### src/rtl/led_pattern_pkg.sv
// Shared definitions for the LED pattern controller.
// Mode encodings and the per-mode initial pattern.
package led_pattern_pkg;

  typedef enum logic [1:0] {
    MODE_STATIC = 2'd0,
    MODE_WALK   = 2'd1,
    MODE_BLINK  = 2'd2,
    MODE_BOUNCE = 2'd3
  } mode_e;

  // 32-bit wide; callers truncate to their LED count.
  function automatic logic [31:0] init_pattern(mode_e m);
    logic [31:0] p;
    case (m)
      MODE_STATIC: p = 32'h5555_5555;
      MODE_BLINK:  p = 32'h0000_0000;
      default:     p = 32'h0000_0001;
    endcase
    return p;
  endfunction

endpackage

### src/rtl/key_debounce.sv
// Counter debouncer with a one-cycle press pulse on an accepted 1->0.
// Ports: clk, rst_n, sample (synchronised key), press (pulse out).
module key_debounce
  import led_pattern_pkg::*;
#(
  parameter int DEBOUNCE_CYCLES = 500000
) (
  input  logic clk,
  input  logic rst_n,
  input  logic sample,
  output logic press
);

  localparam int CW =
    (DEBOUNCE_CYCLES > 1) ? $clog2(DEBOUNCE_CYCLES) : 1;
  localparam logic [CW-1:0] LAST = CW'(DEBOUNCE_CYCLES - 1);

  logic [CW-1:0] cnt;
  logic          level;

  // cnt counts differing samples seen so far minus one;
  // the DEBOUNCE_CYCLES-th consecutive one is accepted.
  always_ff @(posedge clk or negedge rst_n) begin
    if (!rst_n) begin
      cnt   <= '0;
      level <= 1'b1;
      press <= 1'b0;
    end else begin
      press <= 1'b0;
      if (sample == level) begin
        cnt <= '0;
      end else if (cnt == LAST) begin
        cnt   <= '0;
        level <= sample;
        press <= level;
      end else begin
        cnt <= cnt + CW'(1);
      end
    end
  end

endmodule

### src/rtl/led_pattern_ctrl.sv
// LED pattern generator with modes, pause and restart keys.
// Ports: CLOCK_50, RESET_N, KEY[1:0], SW[2:0] in; LED, PAUSED out.
module led_pattern_ctrl
  import led_pattern_pkg::*;
#(
  parameter int NUM_LEDS        = 8,
  parameter int CLK_HZ          = 50000000,
  parameter int STEP_HZ         = 10,
  parameter int DEBOUNCE_CYCLES = 500000
) (
  input  logic                CLOCK_50,
  input  logic                RESET_N,
  input  logic [1:0]          KEY,
  input  logic [2:0]          SW,
  output logic [NUM_LEDS-1:0] LED,
  output logic                PAUSED
);

  localparam int DIV_RAW  = CLK_HZ / STEP_HZ;
  localparam int TICK_DIV = (DIV_RAW < 1) ? 1 : DIV_RAW;
  localparam int PW =
    (TICK_DIV > 1) ? $clog2(TICK_DIV) : 1;
  localparam logic [PW-1:0] PRE_LAST = PW'(TICK_DIV - 1);

  logic [1:0] key_m, key_s;
  logic [2:0] sw_m, sw_s;

  always_ff @(posedge CLOCK_50 or negedge RESET_N) begin
    if (!RESET_N) begin
      key_m <= 2'b11;
      key_s <= 2'b11;
      sw_m  <= 3'b000;
      sw_s  <= 3'b000;
    end else begin
      key_m <= KEY;
      key_s <= key_m;
      sw_m  <= SW;
      sw_s  <= sw_m;
    end
  end

  logic pause_press;
  logic restart_press;

  key_debounce #(
    .DEBOUNCE_CYCLES(DEBOUNCE_CYCLES)
  ) u_key_pause (
    .clk   (CLOCK_50),
    .rst_n (RESET_N),
    .sample(key_s[0]),
    .press (pause_press)
  );

  key_debounce #(
    .DEBOUNCE_CYCLES(DEBOUNCE_CYCLES)
  ) u_key_restart (
    .clk   (CLOCK_50),
    .rst_n (RESET_N),
    .sample(key_s[1]),
    .press (restart_press)
  );

  logic [PW-1:0]       pre;
  logic [NUM_LEDS-1:0] pat;
  logic                dir_up;
  logic                first;
  mode_e               mode_q;

  mode_e               sw_mode;
  logic [NUM_LEDS-1:0] init_v;
  logic                reload;
  logic                wrap;
  logic                tick;

  assign sw_mode = mode_e'(sw_s[1:0]);
  assign init_v  = NUM_LEDS'(init_pattern(sw_mode));
  // first covers the load right after reset release
  assign reload  = first | (sw_mode != mode_q)
                 | restart_press;
  assign wrap    = (pre == PRE_LAST);
  assign tick    = wrap & ~PAUSED;

  always_ff @(posedge CLOCK_50 or negedge RESET_N) begin
    if (!RESET_N) begin
      LED    <= '0;
      PAUSED <= 1'b0;
      pre    <= '0;
      pat    <= '0;
      dir_up <= 1'b1;
      first  <= 1'b1;
      mode_q <= MODE_STATIC;
    end else begin
      LED <= pat;
      if (pause_press) PAUSED <= ~PAUSED;
      if (reload) begin
        first  <= 1'b0;
        mode_q <= sw_mode;
        pat    <= init_v;
        dir_up <= 1'b1;
        pre    <= '0;
      end else begin
        if (!PAUSED) pre <= wrap ? '0 : pre + PW'(1);
        if (tick) begin
          case (mode_q)
            MODE_STATIC: pat <= pat;
            MODE_WALK: begin
              if (sw_s[2])
                pat <= {pat[0], pat[NUM_LEDS-1:1]};
              else
                pat <= {pat[NUM_LEDS-2:0], pat[NUM_LEDS-1]};
            end
            MODE_BLINK: pat <= ~pat;
            MODE_BOUNCE: begin
              // turn around at either end, never past it
              if (dir_up) begin
                if (pat[NUM_LEDS-1]) begin
                  pat    <= pat >> 1;
                  dir_up <= 1'b0;
                end else begin
                  pat <= pat << 1;
                end
              end else begin
                if (pat[0]) begin
                  pat    <= pat << 1;
                  dir_up <= 1'b1;
                end else begin
                  pat <= pat >> 1;
                end
              end
            end
            default: pat <= pat;
          endcase
        end
      end
    end
  end

endmodule
### config.mk
export PLATFORM = sky130hd
export DESIGN_NAME = led_pattern_ctrl
export DESIGN_NICKNAME = d
export VERILOG_FILES = /design/src/rtl/led_pattern_pkg.sv /design/src/rtl/key_debounce.sv /design/src/rtl/led_pattern_ctrl.sv
export SDC_FILE = /design/constraint.sdc
export NUM_CORES = 1
export LEC_CHECK = 0
export CAP_MARGIN = 20
export CORE_MARGIN = 2
export CORE_UTILIZATION = 38
export DETAILED_ROUTE_END_ITERATION = 10
export HOLD_SLACK_MARGIN = 0.1
export PLACE_DENSITY_LB_ADDON = 0.3
export RECOVER_POWER = 25
export SLEW_MARGIN = 20
export SYNTH_ARGS = -nofsm -noshare
export SYNTH_HDL_FRONTEND = slang
export SYNTH_SLANG_ARGS = --single-unit
### constraint.sdc
create_clock -name CLOCK_50 -period 2.21 [get_ports CLOCK_50]
set_input_delay 0.442 -clock CLOCK_50 [delete_from_list [all_inputs] [get_ports CLOCK_50]]
set_output_delay 0.442 -clock CLOCK_50 [all_outputs]
set_load 0.01 [all_outputs]
==> key figures <==
Run status
  • Outcome: finished with violations
  • Failing checks: negative setup slack

Floorplanning
  • Die W: 114 um
  • Die height: 114 um
  • Core box area: 12000 sq um
  • IO Pins: 16
  • Row count: 40
  • DIE AREA: 13100 sq um
  • Starting Density: 38.7%

Placement
  • HPWL Detailed: 6220 um
  • Pre-CTS setup slack: -0.178 ns
  • Inst Count DP: 641
  • GPL Wtd Cong: 0.867
  • Buffers added on ports: 15

Logic synthesis
  • Mean Syn Cell Area: 9.89 sq um
  • Post-Syn Area: 4630 sq um
  • Post-synth EDFFs: 0
  • Number of library cell types mapped by synthesis: 53
  • Sequential-to-total area share from yosys stat: 52.1%
  • Post-synth ARST share: 100%
  • Yosys warning count: 0
  • Seq cells post-synth: 96
  • Net Count, Synth: 478
  • Main synth FF type: dfrtp_1
  • Cells after synthesis: 468

Final layout
  • P&R area growth vs syn: 20.4%
  • Share of cells above drive strength 1: 15.4%
  • Antenna diode count: 0
  • Nets: 519
  • Non-Filler Instances: 661

STA
  • RSZ-0062 raised after global routing: true
  • Period utilization: 103%
  • Slew @ Worst Pin: 1.13 ns
  • F_max: 437 MHz
  • Rel. slew slack: 24.8%
  • Final setup violation count: 19
  • Worst setup margin: -0.0769 ns
  • Setup TNS: -0.821 ns
  • Tmin final: 2.29 ns
  • Clock Skew: 0.00860 ns
  • Final Hold Fails: 0
  • Max-slew violations: 0

Power and ir drop
  • Power Total: 3.74 mW
  • Comb pwr share: 7.0%
  • Clock power share: 43.1%
  • Int Pwr: 2.87 mW
  • Power density cells: 671 nW/um^2
  • Psw: 0.868 mW
  • IR drop worst, VDD: 0.464 mV
  • Switch share: 23.2%
  • Register share of total power: 49.8%
  • Leak pwr: 2.28 nW

CTS
  • Clock tree buffer depth: 2
  • Clk Latency, worst-skew pair: 0.34 ns
  • Clock-pin slew on the worst setup and hold paths: 0.07 ns
  • Maximum level of the CTS H-tree: 3
  • Root Driver: clkbuf_16
  • Clock sinks: 96
  • CTS tree: built
  • Total CTS buffers: 9

Worst setup path
  • CP max stage delay: 0.57 ns
  • Critical Path, Cell by Cell: or4b_4, or4_4, o31ai_4, a21oi_2, a211o_1
  • Startpoint types: flip-flop
  • Crit path buf inv count: 0
  • CP delay by family, top: simple AND/OR/NAND/NOR gates
  • Element type at the critical path end: flip-flop
  • Crit path required time: 2.44 ns
  • CP max-delay cell: or4_4
  • Worst Path Arrival: 2.52 ns
  • Peak fanout along the critical path: 5
  • Crit Path Category: reg2reg

Route
  • Via density per instance: 5.30
  • DRT iter0 DRCs: 129
  • Via count: 3503
  • WL final: 9090 um
  • DRC viols: 0
  • Antenna Nets Post-Route: 0
  • Pre-Repair DR Iteration Count: 4
  • WL per Instance: 13.8 um

Job
  • Max-cap violations: 0

Global routing
  • Total global-route track usage: 15.2%
  • Overflow left after global routing: 0
  • Vias in the first global route: 3516
  • Initial antenna violation count: 0
  • Largest net degree at the start of global routing: 56
  • First-pass GRT wire length: 16100 um

Hold path
  • Hold Crit Class: reg2reg
[power groups by stage]
stage	combinational (mW)	clock (mW)	sequential, mW
after floorplan	0.142	0	1.89
after global placement	0.257	0	1.89
after detailed placement	0.262	0	1.90
after CTS	0.266	1.66	1.86
after global routing	0.296	1.73	1.87
final	0.263	1.61	1.86
[synthesized netlist by cell type (all sizes together), types with 2 or more instances]
library cell | instances | area (sq um)
and3 | 6 | 37.5
a211o | 3 | 26.3
o221ai | 2 | 17.5
dfstp | 8 | 210
mux2i | 6 | 60.1
xnor2 | 26 | 228
xor2 | 22 | 193
clkbuf | 13 | 48.8
a41oi | 4 | 35.0
a211oi | 3 | 22.5
nand2 | 33 | 124
and4 | 6 | 52.6
nand2b | 7 | 43.8
and3b | 2 | 17.5
nor2 | 67 | 251
nor4 | 13 | 87.6
nand4 | 15 | 93.8
or4b | 3 | 30.0
nor2b | 4 | 25.0
a21o | 2 | 15.0
ha | 3 | 37.5
nor4bb | 2 | 20.0
a31oi | 10 | 62.6
nand3 | 26 | 130
or3 | 3 | 18.8
a21oi | 18 | 90.1
o22ai | 8 | 50.1
or4 | 2 | 18.8
inv | 15 | 56.3
mux2 | 3 | 33.8
buf | 4 | 27.5
or2 | 2 | 12.5
dfrtp | 88 | 2200
o21ai | 17 | 92.6
nor3 | 11 | 55.1
[state kept, by name (all words and copies together) (netlist names)]
name and cells:
LED 8, PAUSED 1, dir_up 1, first 1
key_m 2, key_s 2, mode_q 2, pat 8
pre 23, sw_m 3, sw_s 3, u_key_pause.cnt 19
u_key_pause.level 1, u_key_pause.press 1, u_key_restart.cnt 19, u_key_restart.level 1
u_key_restart.press 1
[path summary, 6_finish.rpt]
| path | from | end | slack, ns | depth (start not counted) |
|---|---|---|---|---|
| setup / recovery | pre[15] | pre[11] | -0.08 | 5 |
| hold / removal | sw_m[1] | sw_s[1] | 0.35 | 0 |
| setup reg to reg | pre[15] | pre[11] | -0.08 | 5 |
| hold reg to reg | sw_m[1] | sw_s[1] | 0.35 | 0 |
| max in group asynchronous | RESET_N | key_m[1] | 0.30 | 3 |
| min in group asynchronous | RESET_N | LED[2] | 0.84 | 2 |
[layout make-up]
type | count | area, sq um
multi-input combinational | 340 | 2190
tap | 147 | 184
clock inverter | 5 | 63.8
sequential | 96 | 2410
inverter | 15 | 56.3
fill | 1091 | 6390
clock buffer | 11 | 253
timing repair buffer | 47 | 414
[through the flow]
stage | hold WS [ns] | utilization, % | cell area (sq um)
2_1_floorplan | 0.146 | - | 4660
3_3_place_gp | 0.334 | 43.1 | 5150
3_5_place_dp | 0.343 | 43.1 | 5150
4_1_cts | 0.358 | 46.2 | 5530
5_1_grt | 0.360 | 46.6 | 5570
6_report | 0.352 | 46.6 | 5570
[timing repair]
| item | in CTS | in global routing |
|---|---|---|
| pin swaps | 9 | 9 |
| endpoints found under the hold margin | 20 | 0 |
| endpoints found under the setup margin | 21 | 23 |
| resized for setup | 6 | 15 |
| hold buffers | 1 | 0 |
| buffers inserted | 3 | 0 |
[logic make-up (layout without fill, tap and decap cells)]
logic type	Yosys count	after routing	synth area share [%]
flip-flops	96	96	52.1
buffers and inverters	32	78	2.87
adder cells (fa/ha/maj)	3	3	0.811
multiplexers	9	9	2.03
other	1	1	0.0810
AND/OR/NAND/NOR	204	204	22.4
XOR/XNOR	48	48	9.09
AO/OA/AOI/OAI	75	75	10.6
[layer usage]
metal  track usage [%]  part of all wire [%]
met3              3.23                   2.6
met1              19.7                    47
met5                 0                     0
met4              5.93                   1.5
met2              25.0                    48
[cell usage in the layout (no fill, tap or decap), drive strengths merged, types with 13 or more instances in the layout]
master,count
a21oi,18
nand4,15
nand3,26
buf,31
xor2,22
xnor2,26
dfrtp,88
nor4,13
nand2,33
inv,16
nor2,67
o21ai,17
Note: power is estimated with default switching activity, not from simulation.
